===== config.mk =====
export PLATFORM = sky130hd
export DESIGN_NAME = sdram_rgb_reader
export DESIGN_NICKNAME = d
export VERILOG_FILES = /design/src/rtl/cam_sdram_pkg.sv /design/src/rtl/rgb565_pack.sv /design/src/rtl/sdram_rgb_reader.sv
export SDC_FILE = /design/constraint.sdc
export NUM_CORES = 1
export LEC_CHECK = 0
export CORE_UTILIZATION = 49
export DETAILED_ROUTE_END_ITERATION = 10
export MAX_ROUTING_LAYER = met4
export PLACE_DENSITY = 0.78
export SYNTH_ARGS = -nofsm -noshare
export SYNTH_HDL_FRONTEND = slang
export SYNTH_SLANG_ARGS = --single-unit

===== constraint.sdc =====
create_clock -name i_clk -period 5.5 [get_ports i_clk]
set_clock_uncertainty 0.2 [all_clocks]
set_input_delay 0.825 -clock i_clk [delete_from_list [all_inputs] [get_ports i_clk]]
set_output_delay 0.825 -clock i_clk [all_outputs]
set_load 0.005 [all_outputs]

===== src/rtl/cam_sdram_pkg.sv =====
// cam_sdram_pkg: constants, state encoding and plane-offset helper shared by the
//   camera store controller and the SDRAM RGB reader.
//   No ports. Plane layout in SDRAM: R at base+i, G at base+i+PIXEL_COUNT,
//   B at base+i+2*PIXEL_COUNT.
package cam_sdram_pkg;
   localparam int SDRAM_AW        = 19;
   localparam int SDRAM_DW        = 16;
   localparam int PIXEL_COUNT_DEF = 4096;
   localparam int R_OFS           = 0;
   localparam int G_OFS           = PIXEL_COUNT_DEF;
   localparam int B_OFS           = 2 * PIXEL_COUNT_DEF;
   typedef enum logic [3:0] {
      ST_IDLE   = 4'd0,
      ST_CHECK  = 4'd1,
      ST_REQ_R  = 4'd2,
      ST_WAIT_R = 4'd3,
      ST_REQ_G  = 4'd4,
      ST_WAIT_G = 4'd5,
      ST_REQ_B  = 4'd6,
      ST_WAIT_B = 4'd7,
      ST_PUSH   = 4'd8,
      ST_FINISH = 4'd9
   } state_e;
   // Offset of plane k (0=R, 1=G, 2=B) for a given frame size, wrapped to the bus width.
   function automatic logic [SDRAM_AW-1:0] plane_offset(input logic [1:0] plane, input int pixel_count);
      return SDRAM_AW'(int'(plane) * pixel_count);
   endfunction
endpackage


===== src/rtl/rgb565_pack.sv =====
// rgb565_pack: combinational RGB565 packer; owns the plane unpack bit selects.
//   i_r, i_g, i_b : 16-bit SDRAM plane words (plane value in the low byte)
//   o_rgb         : {R[5:1], G[5:0], B[5:1]} of the low bytes
module rgb565_pack
   import cam_sdram_pkg::*;
(
   input  logic [SDRAM_DW-1:0] i_r,
   input  logic [SDRAM_DW-1:0] i_g,
   input  logic [SDRAM_DW-1:0] i_b,
   output logic [SDRAM_DW-1:0] o_rgb
);
   logic unused_bits;
   assign o_rgb       = {i_r[5:1], i_g[5:0], i_b[5:1]};
   // Upper bits and the R/B LSB carry no pixel information.
   assign unused_bits = ^{i_r[15:6], i_r[0], i_g[15:6], i_b[15:6], i_b[0]};
endmodule


===== src/rtl/sdram_rgb_reader.sv =====
// sdram_rgb_reader: reads R/G/B planes of a frame back from SDRAM and pushes
//   RGB565 pixels into a downstream write FIFO.
//   i_clk, i_reset (async, active-low)
//   i_start            : starts a frame read (sampled only in IDLE)
//   i_sdramReady       : read data valid on i_dataSdram
//   i_fifoFull         : downstream FIFO full (sampled only in CHECK)
//   o_rdSdram          : one-cycle read request at o_addressToSdram
//   o_wrFifo           : one-cycle FIFO write of o_dataFifo
//   o_busy, o_finish   : frame in progress / one-cycle end-of-frame pulse
//   o_fmtErr           : only with SDRAM_RGB_READER_CHECK_EN; sticky format error
module sdram_rgb_reader
   import cam_sdram_pkg::*;
#(
   parameter int                  PIXEL_COUNT = PIXEL_COUNT_DEF,
   parameter logic [SDRAM_AW-1:0] BASE_ADDR   = '0
) (
   input  logic                i_clk,
   input  logic                i_reset,
   input  logic                i_start,
   input  logic                i_sdramReady,
   input  logic [SDRAM_DW-1:0] i_dataSdram,
   input  logic                i_fifoFull,
   output logic                o_rdSdram,
   output logic [SDRAM_AW-1:0] o_addressToSdram,
   output logic                o_wrFifo,
   output logic [SDRAM_DW-1:0] o_dataFifo,
   output logic                o_busy,
   output logic                o_finish
`ifdef SDRAM_RGB_READER_CHECK_EN
   ,output logic               o_fmtErr
`endif
);
   localparam int IDX_W = ($clog2(PIXEL_COUNT) > 13) ? $clog2(PIXEL_COUNT) : 13;
   state_e              state_q, state_d;
   logic [IDX_W-1:0]    idx_q, idx_d;
   logic [SDRAM_DW-1:0] r_q, r_d, g_q, g_d, b_q, b_d, data_q, data_d, packed_w;
   logic [SDRAM_AW-1:0] addr_q, addr_d;
   logic                rd_q, rd_d, wr_q, wr_d, busy_q, busy_d, finish_q, finish_d;
   logic                is_req;
   logic [1:0]          plane;
   rgb565_pack u_pack (
      .i_r   (r_d),
      .i_g   (g_d),
      .i_b   (b_d),
      .o_rgb (packed_w)
   );
   always_comb begin
      state_d = state_q;
      idx_d   = idx_q;
      r_d     = r_q;
      g_d     = g_q;
      b_d     = b_q;
      unique case (state_q)
         ST_IDLE:   if (i_start) begin state_d = ST_CHECK; idx_d = '0; end
         ST_CHECK:  if (!i_fifoFull) state_d = ST_REQ_R;
         ST_REQ_R:  state_d = ST_WAIT_R;
         ST_WAIT_R: if (i_sdramReady) begin r_d = i_dataSdram; state_d = ST_REQ_G; end
         ST_REQ_G:  state_d = ST_WAIT_G;
         ST_WAIT_G: if (i_sdramReady) begin g_d = i_dataSdram; state_d = ST_REQ_B; end
         ST_REQ_B:  state_d = ST_WAIT_B;
         ST_WAIT_B: if (i_sdramReady) begin b_d = i_dataSdram; state_d = ST_PUSH; end
         ST_PUSH: begin
            idx_d   = idx_q + IDX_W'(1);
            state_d = (idx_q == IDX_W'(PIXEL_COUNT - 1)) ? ST_FINISH : ST_CHECK;
         end
         ST_FINISH: state_d = ST_IDLE;
         default:   state_d = ST_IDLE;
      endcase
      // Outputs are decoded from the next state so the registered copies line up with state_q.
      is_req   = state_d inside {ST_REQ_R, ST_REQ_G, ST_REQ_B};
      plane    = (state_d == ST_REQ_G) ? 2'd1 : (state_d == ST_REQ_B) ? 2'd2 : 2'd0;
      rd_d     = is_req;
      addr_d   = is_req ? BASE_ADDR + SDRAM_AW'(idx_d) + plane_offset(plane, PIXEL_COUNT) : addr_q;
      wr_d     = state_d == ST_PUSH;
      data_d   = wr_d ? packed_w : data_q;
      busy_d   = state_d != ST_IDLE;
      finish_d = state_d == ST_FINISH;
   end
`ifdef SDRAM_RGB_READER_CHECK_EN
   logic fmt_err_q, fmt_err_d, capture, bad_word;
   always_comb begin
      capture   = i_sdramReady && (state_q inside {ST_WAIT_R, ST_WAIT_G, ST_WAIT_B});
      // G uses all six low bits; R and B drop bit 0, so a set bit 0 there is a format error.
      bad_word  = (|i_dataSdram[15:6]) || (i_dataSdram[0] && state_q != ST_WAIT_G);
      fmt_err_d = (state_q == ST_IDLE && i_start) ? 1'b0 : (fmt_err_q || (capture && bad_word));
   end
   always_ff @(posedge i_clk or negedge i_reset)
      if (!i_reset) fmt_err_q <= 1'b0;
      else          fmt_err_q <= fmt_err_d;
   assign o_fmtErr = fmt_err_q;
`endif
   always_ff @(posedge i_clk or negedge i_reset) begin
      if (!i_reset) begin
         state_q  <= ST_IDLE;
         idx_q    <= '0;
         r_q      <= '0;
         g_q      <= '0;
         b_q      <= '0;
         data_q   <= '0;
         addr_q   <= '0;
         rd_q     <= 1'b0;
         wr_q     <= 1'b0;
         busy_q   <= 1'b0;
         finish_q <= 1'b0;
      end else begin
         state_q  <= state_d;
         idx_q    <= idx_d;
         r_q      <= r_d;
         g_q      <= g_d;
         b_q      <= b_d;
         data_q   <= data_d;
         addr_q   <= addr_d;
         rd_q     <= rd_d;
         wr_q     <= wr_d;
         busy_q   <= busy_d;
         finish_q <= finish_d;
      end
   end
   assign o_rdSdram        = rd_q;
   assign o_addressToSdram = addr_q;
   assign o_wrFifo         = wr_q;
   assign o_dataFifo       = data_q;
   assign o_busy           = busy_q;
   assign o_finish         = finish_q;
endmodule

## After elaboration in Yosys (flattened, before gate mapping)

Index checks and enable logic that the tools add are counted.
W data, S select, Z words.

- Add/subtract/negate cells: 2
- Eq/ne operators: 14
- Multiplexer cells: 17
- Reductions and logical operators: 5

Operators with widths:

| kind | number |
|---|---|
| $mux W6 | 6 |
| $pmux W4 S9 | 1 |
| $pmux W13 S2 | 1 |
| $eq A4 B3 Y1 const B | 6 |
| $mux W4 | 6 |
| $add A13 B14 Y15 | 1 |
| $add A13 B1 Y13 const B | 1 |
| $eq A13 B12 Y1 const B | 1 |
| $mux W13 | 1 |
| $eq A4 B2 Y1 const B | 3 |
| $eq A4 B4 Y1 const B | 3 |
| $eq A4 B1 Y1 const B | 1 |
| $logic_not A4 Y1 | 1 |
| $mux W2 | 2 |
| $reduce_and A2 Y1 | 2 |
| $reduce_bool A4 Y1 | 1 |
| $reduce_bool A3 Y1 | 1 |

- Bits in registers: 74
- Bits of input ports: 21
- Output and inout port bits: 39
- Word-level logic and storage cells: 51

## Logic depth before layout (Yosys ltp)

Gate-level depths: netlist of run 1.

- Depth after elaboration: 7
- Depth in mapped cells: 9
- Depth with buffers taken out: 9

## Hierarchy

From an unflattened synthesis of run 1, not the netlist that was laid out.

- Cell total of the unflattened synthesis: 315
- Area, all modules: 4254.1 sq um

Modules (own cells, without submodules):

| module | instances | cells each | area each (sq um) | sequential area each (sq um) |
|---|---|---|---|---|
| sdram_rgb_reader | 1 | 299 | 4134.0 | 2502.4 |
| rgb565_pack | 1 | 16 | 120.1 | 0.0 |

## Worst setup path after synthesis of run 1

OpenSTA, ideal clock, no wires.

- Path type: register to register
- From: register state_q[0]
- To: register addr_q[12], in the netlist o_addressToSdram[12]
- Setup time: 0.125 ns
- Data arrival time: 2.137 ns
- Data required time: 5.175 ns
- Path slack: 3.038 ns
- Stages on the path, launching flop included: 8
- Path buffers: 2
- Period minus slack after synthesis: 2.462 ns
- Cell sequence: dfrtp_1 -> buf_6 -> or4b_4 -> buf_6 -> or3_1 -> o21ai_0 -> ha_1 -> mux2_2

- Elaborated cells on any way between the ends: 22
- Classes of those cells: add/sub: 1; eq/ne: 11; mux: 8; reduce/logical: 2

RTL lines:

| element | RTL line | RTL |
|---|---|---|
| from (decl) | sdram_rgb_reader.sv:34 | `state_e state_q, state_d;` |
| from (signal assigned) | sdram_rgb_reader.sv:106 | `state_q <= state_d;` |
| $eq A4 B4 Y1 / $logic_not A4 Y1 (equally long branches) | sdram_rgb_reader.sv:53 | `unique case (state_q)` |
| $pmux W13 S2 * | sdram_rgb_reader.sv:53 |  |
| via idx_d[12] | sdram_rgb_reader.sv:35 | `logic [IDX_W-1:0] idx_q, idx_d;` |
| $add A13 B14 Y15 * | sdram_rgb_reader.sv:73 | `addr_d = is_req ? BASE_ADDR + SDRAM_AW'(idx_d) + plane_offset(plane, PIXEL_COUNT) : addr_q;` |
| to (signal assigned) | sdram_rgb_reader.sv:112 | `addr_q <= addr_d;` |
| to (decl) | sdram_rgb_reader.sv:37 | `logic [SDRAM_AW-1:0] addr_q, addr_d;` |

The timed path passes the listed nets; every way through them passes the cells marked *.
A chain may end at the register's enable or synchronous reset.

## Worst setup path in the final report of run 1

- From: input i_start
- To: register addr_q[12], in the netlist o_addressToSdram[12]

- Elaborated cells on any way between the ends: 10
- Classes of those cells: add/sub: 1; eq/ne: 3; mux: 5; reduce/logical: 1

RTL lines:

| element | RTL line | RTL |
|---|---|---|
| from (decl) | sdram_rgb_reader.sv:19 | `input logic i_start,` |
| $mux W13 | sdram_rgb_reader.sv:54 | `ST_IDLE: if (i_start) begin state_d = ST_CHECK; idx_d = '0; end` |
| $pmux W13 S2 | sdram_rgb_reader.sv:53 |  |
| via idx_d[12] | sdram_rgb_reader.sv:35 |  |
| $add A13 B14 Y15 | sdram_rgb_reader.sv:73 |  |

The timed path passes the listed nets, and every way through them passes these cells.

==> metrics, run 1 <==
Setup crit start kind input port; YS warnings 0; layout cells sized above 1 0.208; post-CTS setup buffers 0; Largest stage delay, worst path 0.70 ns; First DRT Iteration DRCs 148; Critical Path RT 5.52 ns; Die Span X 76.6 um; top_reg_cell synth dfrtp_1; Pre-Repair DR Iteration Count 6; clock group share of total power 0.203; Critical Path Fanout Max 12; Root Driver clkbuf_8; Post-DRT Antenna Nets 0; Worst IR Drop VDD 0.000277 V; Pleak 1.51 nW; number of enable flip-flop cells after synthesis 0; layout net count 302; routability cong. 0.806; H-tree depth 3; die height 76.6 um; hpwl dp 3490 um; DRT Wirelength 5200 um; mapped cell area 2730 sq um; CP max stage cell o21ai_1; Fmax 353 MHz; worst-path cell chain clkdlybuf4s50_1 -> o21ai_1 -> a21oi_1 -> o21ai_0 -> ha_1 -> mux2_2; Arr. time, crit path 2.85 ns; Critical Path Sink Type flip-flop; Fin Setup TNS 0 ns; Tmin final 2.83 ns; Sequential Power Share 0.453; Int Power 1.15 mW; FP Rows 26; area grow syn2layout 22.9%; CTS tree built; hold_ws 0.277 ns; sw power 564 uW; total die area 5870 sq um; hold buffer count at cts 0; final setup fails 0; # diodes 0; grt total ovfl 0; CTS sink cnt 63; #FFs+latches synth 63; post-cts resize count 0; Seq/Total Area, Yosys 0.578; Placed Area 3180 sq um; status finished, final reports clean; clock latency on the worst-skew pair 0.33 ns; Finished Layout Cells 354; CTS buffer count 9; sw frac 0.329; clock slew at reported path FFs 0.07 ns; Syn Area/Cell 11.6 sq um; Max-cap violations 0; wire length of the first global-routing pass 8930 um; worst rel slew slack 0.432; commonest non-fill, non-tap cells in the layout 63 x dfrtp_1, 44 x clkdlybuf4s50_1, 32 x mux2_2; # port buffers 45; Vias/cell 5.38; Pwr per Cell Area 512 nW/um^2; initial antenna violation count 0; dpl cells 338; drc violations 0; Ports 60; cell count after synthesis 235; Fin. Hold Viols 0; wire per inst 14.7 um; combinational fraction of design power 0.344; Initial Util 0.521; most common cell after layout, fill and taps aside dfrtp_1; crit path kind input port to flip-flop; GRT Util Overall 0.203; Core ar. 5240 sq um; largest net degree at the start of global routing 64; via count 1906; Unique masters post-synth 43; Tcrit/Tclk final 0.514; Final Max Tran Viols 0; total chip power 1.72 mW; unrepaired setup endpoints after global routing no; vias in the first global route 1863; Final Instance Area 3350 sq um; Max Buffers Root-to-Sink 2; worst slew pin tran 0.847 ns; HP Class flip-flop to flip-flop; ys async rst share 1.00
## final cells by class
| type | instances | area, sq um |
|---|---|---|
| fillers | 416 | 1890 |
| repair buffers | 46 | 453 |
| multi-input cells | 154 | 1040 |
| clock inverters | 7 | 48.8 |
| inverters | 5 | 18.8 |
| well taps | 70 | 87.6 |
| clock buffers | 9 | 124 |
| flip-flops and latches | 63 | 1580 |
## state kept, by name, summed over array words and instances (netlist names)
name and count:
o_dataFifo 16, o_finish 1, state_q 4, o_addressToSdram 15, o_rdSdram 1, r_q 5
idx_q 13, o_wrFifo 1, g_q 6, o_busy 1
## routing by layer
metal  global-route usage  share of wire  vias to the layer above
met5                    -              0                        -
met4               0.0673         0.0077                        0
met3               0.0587          0.053                        4
met2                0.305           0.50                       60
met1                0.265           0.44                      943
li1                     -              -                      899
## power by group through the flow
stage / sequential (mW) / clock, mW / combinational, mW
after detailed placement: 0.783 / 0 / 0.596
after floorplan: 0.740 / 0 / 0.370
after global placement: 0.774 / 0 / 0.575
after global routing: 0.803 / 0.379 / 0.647
after CTS: 0.776 / 0.355 / 0.598
final: 0.777 / 0.349 / 0.591
## synth_stat cells (2+ instances only)
library cell	n	area, sq um
a21oi_1	13	65.1
inv_1	4	15.0
mux2_2	32	360
ha_1	2	25.0
buf_2	7	35.0
buf_4	4	30.0
nand3_1	8	40.0
a31oi_1	2	12.5
or3_1	3	18.8
nand2_1	28	105
nor2_2	2	12.5
dfrtp_1	63	1580
nand4_1	6	37.5
nor2_1	13	48.8
o21ai_1	4	20.0
xnor2_1	2	17.5
buf_6	2	22.5
clkbuf_1	3	11.3
nor3_1	2	10.0
and3_1	2	12.5
o21ai_0	11	55.1
## final timing paths
check                         startpoint  slack (ns)              endpoint  cells after the start
max                              i_start        2.67  o_addressToSdram[12]                      6
min                        o_dataFifo[3]        0.28         o_dataFifo[3]                      2
max reg2reg                   state_q[2]        2.85  o_addressToSdram[12]                      5
min reg2reg                o_dataFifo[3]        0.28         o_dataFifo[3]                      2
max in group asynchronous        i_reset        4.15   o_addressToSdram[3]                      2
min in group asynchronous        i_reset        0.45   o_addressToSdram[5]                      2
## kinds of logic (layout without fill, tap and decap cells)
logic type / count (synthesis) / in the layout / synth area share
xor+xnor: 3 / 3 / 0.00964
compound gates: 37 / 37 / 0.0766
mux: 33 / 33 / 0.136
other cells: 1 / 4 / 0.00138
fa+ha+maj: 2 / 2 / 0.00918
buf+inv: 21 / 67 / 0.0431
simple gates: 75 / 75 / 0.145
flops: 63 / 63 / 0.578
## stage by stage
stage	setup WS (ns)	utilization
6_report	2.67	0.640
5_1_grt	2.53	0.640
4_1_cts	2.71	0.640
3_5_place_dp	2.35	0.607
3_3_place_gp	2.38	0.607
2_1_floorplan	3.04	-
## worst max-delay path, delay by kind of cell
family	cells	cell delay [ns]
buffers and inverters	1	0.45
AO/OA/AOI/OAI	3	1.04
multiplexers	1	0.26
adder cells (fa/ha/maj)	1	0.28
No activity file was read; power rests on OpenSTA's default activity.
==> inputs of run 2 (changes only) <==
CORE_UTILIZATION = 45   (was 49)
PLACE_DENSITY = 0.75   (was 0.78)
clock period = 2.4 ns   (was 5.5 ns; I/O delays follow)
==> run 2 against run 1 <==
Total power rose by 150%. Non-clock buffer count rose by 18. Wire length rose by 2.2%. Die area rose by 8.7%. Via count rose by 1.6%. Sequential power rose by 120%. First-iteration DRC count fell by 50%. Largest power group unchanged. Highest routed layer unchanged.
==> metrics, run 2 (synthesized netlist as in run 1, its figures left out) <==
total die area 6370 sq um (+8.7%); CTS buffer count 9 (unchanged); First DRT Iteration DRCs 74 (-50%); Pwr per Cell Area 1200 nW/um^2 (+130%); Largest stage delay, worst path 0.41 ns (-0.29 ns); Core ar. 5680 sq um (+8.4%); Post-DRT Antenna Nets 0 (unchanged); Final Instance Area 3570 sq um (+6.5%); register area 1580 sq um (unchanged); Worst IR Drop VDD 0.000530 V (+92%); Max Buffers Root-to-Sink 2 (unchanged); Pleak 1.63 nW (+8.3%); GRT Util Overall 0.196 (-0.00748); layout net count 320 (+6.0%); Final Max Tran Viols 0 (unchanged); wire length of the first global-routing pass 9050 um (+1.3%); Critical Path Fanout Max 4 (-8); status finished, final reports clean; via count 1937 (+1.6%); CTS tree built; die height 79.8 um (+4.2%); Critical Path RT 2.42 ns (-3.10 ns); # diodes 0 (unchanged); Int Power 2.98 mW (+160%); sw frac 0.302 (-0.0265); Worst R2R End o_addressToSdram[12]; Worst Hold Depth 2 (unchanged); R2R cell count 8 (+3); Root Driver clkbuf_8; HP Class flip-flop to flip-flop; layout cells sized above 1 0.262 (+0.0538); drc violations 0 (unchanged); DRT Wirelength 5320 um (+2.2%); Ports 60 (unchanged); Worst Hold Launch o_dataFifo[1]; clock latency on the worst-skew pair 0.33 ns (about the same); largest net degree at the start of global routing 45 (-30%); Die Span X 79.8 um (+4.2%); fillers 438 (+5.3%); Final Core Density 0.629 (-0.0112); Buf/Inv on CP 0 (-1); worst-path cell chain ha_2 -> nand3_1 -> nor2_2 -> nand3_1 -> or3_4 -> o21ai_2 -> ha_1 -> mux2_2; FF-to-FF setup slack 0.12 ns (-2.73 ns); Placed Area 3310 sq um (+4.1%); Fin Setup TNS 0 ns (unchanged); combinational fraction of design power 0.363 (+0.019); clock slew at reported path FFs 0.07 ns (about the same); Fmax 439 MHz; CTS sink cnt 63 (unchanged); WHS Endpoint o_dataFifo[1]; wire per inst 14.2 um (-3.3%); Pre-Repair DR Iteration Count 4 (-2); vias in the first global route 1966 (+5.5%); Vias/cell 5.18 (-3.8%); most common cell after layout, fill and taps aside dfrtp_1; final setup fails 0 (unchanged); reg2reg start idx_q[1]; Initial Util 0.480 (-0.0402); CP max stage cell dfrtp_1; unrepaired setup endpoints after global routing no; FP Rows 27 (+3.8%); Multi-input gate area 1060 sq um (+1.3%); crit path kind flip-flop to flip-flop; area grow syn2layout 30.9%; Setup crit start kind flip-flop; Sequential Power Share 0.399 (-0.054); sw power 1.29 mW (+130%); Fin. Hold Viols 0 (unchanged); Max-cap violations 0 (unchanged); grt total ovfl 0 (unchanged); clock group share of total power 0.237 (+0.034); initial antenna violation count 0 (unchanged); Arr. time, crit path 2.30 ns (-0.55 ns); routability cong. 0.837 (+3.9%); CP top delay family simple AND/OR/NAND/NOR gates; Tcrit/Tclk final 0.949; CP dominant cell by count nand3_1; Critical Path Sink Type flip-flop; hpwl dp 3720 um (+6.8%); max reg flops 16 (unchanged); # port buffers 45 (unchanged); H-tree depth 3 (unchanged); crit path from idx_q[1]; commonest non-fill, non-tap cells in the layout 63 x dfrtp_1, 44 x clkdlybuf4s50_1, 32 x mux2_2; Tmin final 2.28 ns
## run 2: routing by layer
| metal | track usage | part of all wire | vias to the layer above | wire, um |
|---|---|---|---|---|
| met5 | - | 0 | - | 0 |
| met3 | 0.0389 | 0.033 | 13 | 176 |
| li1 | - | - | 937 | - |
| met4 | 0.113 | 0.029 | 0 | 153 |
| met2 | 0.292 | 0.47 | 52 | 2510 |
| met1 | 0.249 | 0.47 | 935 | 2480 |
## run 2: timing repair
action / in CTS / in global routing
endpoints found under the hold margin: 19 / 0
gates resized for setup: 0 / 2
hold buffers: 1 / 0
setup buffers: 0 / 3
endpoints found under the setup margin: 0 / 1
## run 2: worst register-to-register path: stages (launching register included)
cell and delay (ns):
dfrtp_1 0.41, ha_2 0.23, nand3_1 0.13, nor2_2 0.13, nand3_1 0.12, or3_4 0.37
o21ai_2 0.08, ha_1 0.24, mux2_2 0.26
## run 2: power groups by stage
stage	clock network, mW	logic [mW]	registers (mW)
floorplan	0	0.854	1.70
global placement	0	1.49	1.71
detailed placement	0	1.54	1.72
CTS	1.04	1.55	1.71
global route	1.08	1.70	1.76
finish	1.01	1.55	1.70
## run 2: per-stage QoR
step	hold WS, ns	setup slack (ns)	cells	total power [mW]
2_1_floorplan	-0.136	0.00921	238	2.55
5_1_grt	0.308	0.00180	374	4.54
4_1_cts	0.288	0.0782	371	4.30
6_report	0.283	0.121	374	4.27
3_5_place_dp	0.146	0.0911	354	3.27
3_3_place_gp	0.138	0.149	354	3.20
## run 2: worst max path at each step
stage                                 to  cells past startpoint
finish              o_addressToSdram[12]                      8
global route        o_addressToSdram[12]                      8
CTS                 o_addressToSdram[12]                      8
detailed placement  o_addressToSdram[12]                      8
floorplan           o_addressToSdram[12]                      7
global placement    o_addressToSdram[12]                      8
## run 2: final cells by class
type / count / area share
timing repair buffer: 64 / 0.169
tap: 72 / 0.0252
sequential: 63 / 0.442
clock buffer: 11 / 0.0396
multi-input combinational: 154 / 0.296
clock inverter: 5 / 0.0228
inverter: 5 / 0.00526
==> inputs of run 3 (changes only) <==
--- a/config.mk
+++ b/config.mk
@@ -6,4 +6,5 @@
 export NUM_CORES = 1
 export LEC_CHECK = 0
+export CORE_MARGIN = 2
 export CORE_UTILIZATION = 45
 export DETAILED_ROUTE_END_ITERATION = 10
==> constraint.sdc (replaced) <==
create_clock -name i_clk -period 2.4 [get_ports i_clk]
set_clock_uncertainty 0.2 [all_clocks]
set_input_delay 0.48 -clock i_clk [delete_from_list [all_inputs] [get_ports i_clk]]
set_output_delay 0.48 -clock i_clk [all_outputs]
set_load 0.005 [all_outputs]
==> run 3 against run 2 <==
Total power is 0.39% higher. Clock-buffer cell count shrank 2. Worst hold slack lost 0.0043 ns. Largest cell class unchanged. Critical endpoint unchanged. Wire length is 2.0% lower. Utilization shrank 2.1 points. Critical path depth unchanged. First-iteration DRC count up 26%. Sequential power about the same. Fmax fell by 0.67%.
==> metrics, run 3 (synthesized netlist as in run 1, its figures left out) <==
layout cells sized above 1 0.262 (unchanged); grt total ovfl 0 (unchanged); area grow syn2layout 31.3%; vias in the first global route 1846 (-6.1%); CTS buffer count 9 (unchanged); Post-DRT Antenna Nets 0 (unchanged); Critical Path RT 2.42 ns (about the same); Ports 60 (unchanged); sw power 1.30 mW (+0.95%); total die area 6700 sq um (+5.1%); CP max stage cell dfrtp_1; DRT Wirelength 5210 um (-2.0%); # port buffers 45 (unchanged); status finished, final reports clean; Worst Hold Depth 2 (unchanged); Setup crit start kind flip-flop; most common cell after layout, fill and taps aside dfrtp_1; sw frac 0.304 (+0.00167); crit path kind flip-flop to flip-flop; Root Driver clkbuf_8; Pleak 1.63 nW (-0.36%); Fin. Hold Viols 0 (unchanged); Tmin final 2.29 ns (+0.0154 ns); setup ws final 0.106 ns (-0.0154 ns); Vias/cell 5.09 (-1.8%); CTS sink cnt 63 (unchanged); CP dominant cell by count nand3_1; combinational fraction of design power 0.372 (+0.009); # diodes 0 (unchanged); CTS tree built; H-tree depth 3 (unchanged); Final Core Density 0.608 (-0.0205); wire per inst 13.8 um (-2.8%); GRT Util Overall 0.179 (-0.0169); final setup fails 0 (unchanged); HP Class flip-flop to flip-flop; Initial Util 0.463 (-0.0172); Tcrit/Tclk final 0.956 (+0.00642); max reg flops 16 (unchanged); clock group share of total power 0.234 (-0.003); die height 81.8 um (+2.5%); Pre-Repair DR Iteration Count 4 (unchanged); commonest non-fill, non-tap cells in the layout 63 x dfrtp_1, 44 x clkdlybuf4s50_1, 32 x mux2_2; hpwl dp 3620 um (-2.7%); total chip power 4.28 mW (+0.39%); First DRT Iteration DRCs 93 (+26%); Max-cap violations 0 (unchanged); unrepaired setup endpoints after global routing no; Core ar. 5890 sq um (+3.7%); Largest stage delay, worst path 0.41 ns (about the same); layout net count 320 (unchanged); Sequential Power Share 0.394 (-0.005); initial antenna violation count 0 (unchanged); FF-to-FF setup slack 0.11 ns (-0.02 ns); Worst IR Drop VDD 0.000692 V (+31%); R2R cell count 8 (unchanged); Die Span X 81.8 um (+2.5%); via count 1918 (-0.98%); Post-Place Worst Slack 0.0170 ns (-0.0741 ns); Fin Setup TNS 0 ns (unchanged); Final Max Tran Viols 0 (unchanged); clock latency on the worst-skew pair 0.33 ns (about the same); worst-path cell chain ha_2 -> nand3_1 -> nor2_1 -> nand3_1 -> or3_4 -> o21ai_2 -> ha_1 -> mux2_2; Pwr per Cell Area 1200 nW/um^2 (about the same); Arr. time, crit path 2.31 ns (about the same); worst slew pin tran 0.512 ns; drc violations 0 (unchanged); worst rel slew slack 0.659; Max Buffers Root-to-Sink 2 (unchanged); wire length of the first global-routing pass 8580 um (-5.2%); post-CTS setup buffers 0 (unchanged); routability cong. 0.826 (-1.3%); FP Rows 28 (+3.7%); Int Power 2.98 mW (+0.15%); Critical Path Sink Type flip-flop; clock slew at reported path FFs 0.07 ns (about the same); largest net degree at the start of global routing 44 (-2.2%); Fmax 436 MHz (-0.67%); fillers 486 (+11%); Critical Path Fanout Max 5 (+1)
run 3: cell count changes in the layout (fill, tap and decap cells not counted), sizes merged:
cell | previous run | this run
clkinv | 2 | 1
clkbuf | 11 | 9
inv | 5 | 6
clkinvlp | 1 | 3
run 3: layout make-up:
type,count,area [sq um],share of cell area
Sequential cell,63,1580,0.440
Clock buffer,9,124,0.0346
Tap cell,75,93.8,0.0262
Inverter,5,18.8,0.00524
Clock inverter,7,96.3,0.0269
Timing Repair Buffer,64,616,0.172
Multi-Input combinational cell,154,1050,0.295
run 3: metal layers:
layer	track usage	wire, um	vias up
met5	-	0	-
met4	0.0950	106	0
met2	0.250	2390	47
met3	0.0418	214	10
met1	0.242	2500	921
li1	-	-	940
run 3: worst max-delay path: cells and delay by family (launching register included):
family | cells | cell delay (ns)
AOI/OAI and AO/OA | 1 | 0.08
adders and majority gates | 2 | 0.48
DFF | 1 | 0.41
muxes | 1 | 0.26
and+or+nand+nor | 4 | 0.75
run 3: final timing paths:
path / startpoint / end
max in group asynchronous: i_reset / idx_q[4]
min in group asynchronous: i_reset / o_addressToSdram[0]
worst min-delay path: o_dataFifo[4] / o_dataFifo[4]
worst max-delay path: idx_q[1] / o_addressToSdram[12]
worst min register to register: o_dataFifo[4] / o_dataFifo[4]
worst max register to register: idx_q[1] / o_addressToSdram[12]
run 3: power by group through the flow:
stage                     combinational, mW  sequential [mW]  clock (mW)
after floorplan                       0.854             1.70           0
final                                  1.59             1.69        1.00
after CTS                              1.61             1.69        1.03
after global placement                 1.56             1.69           0
after detailed placement               1.60             1.71           0
after global routing                   1.76             1.74        1.08
run 3: metrics by stage:
step	area [sq um]	instances	hold WS (ns)
global route	3580	377	0.309
finish	3580	377	0.279
CTS	3580	377	0.279
global placement	3350	360	0.258
detailed placement	3350	360	0.262
floorplan	2750	238	-0.0156
run 3: timing repair:
| item | in CTS | in global routing |
|---|---|---|
| endpoints found under the setup margin | 0 | 1 |
| hold buffers | 1 | 0 |
| endpoints found under the hold margin | 20 | 0 |
| gates resized for setup | 0 | 1 |
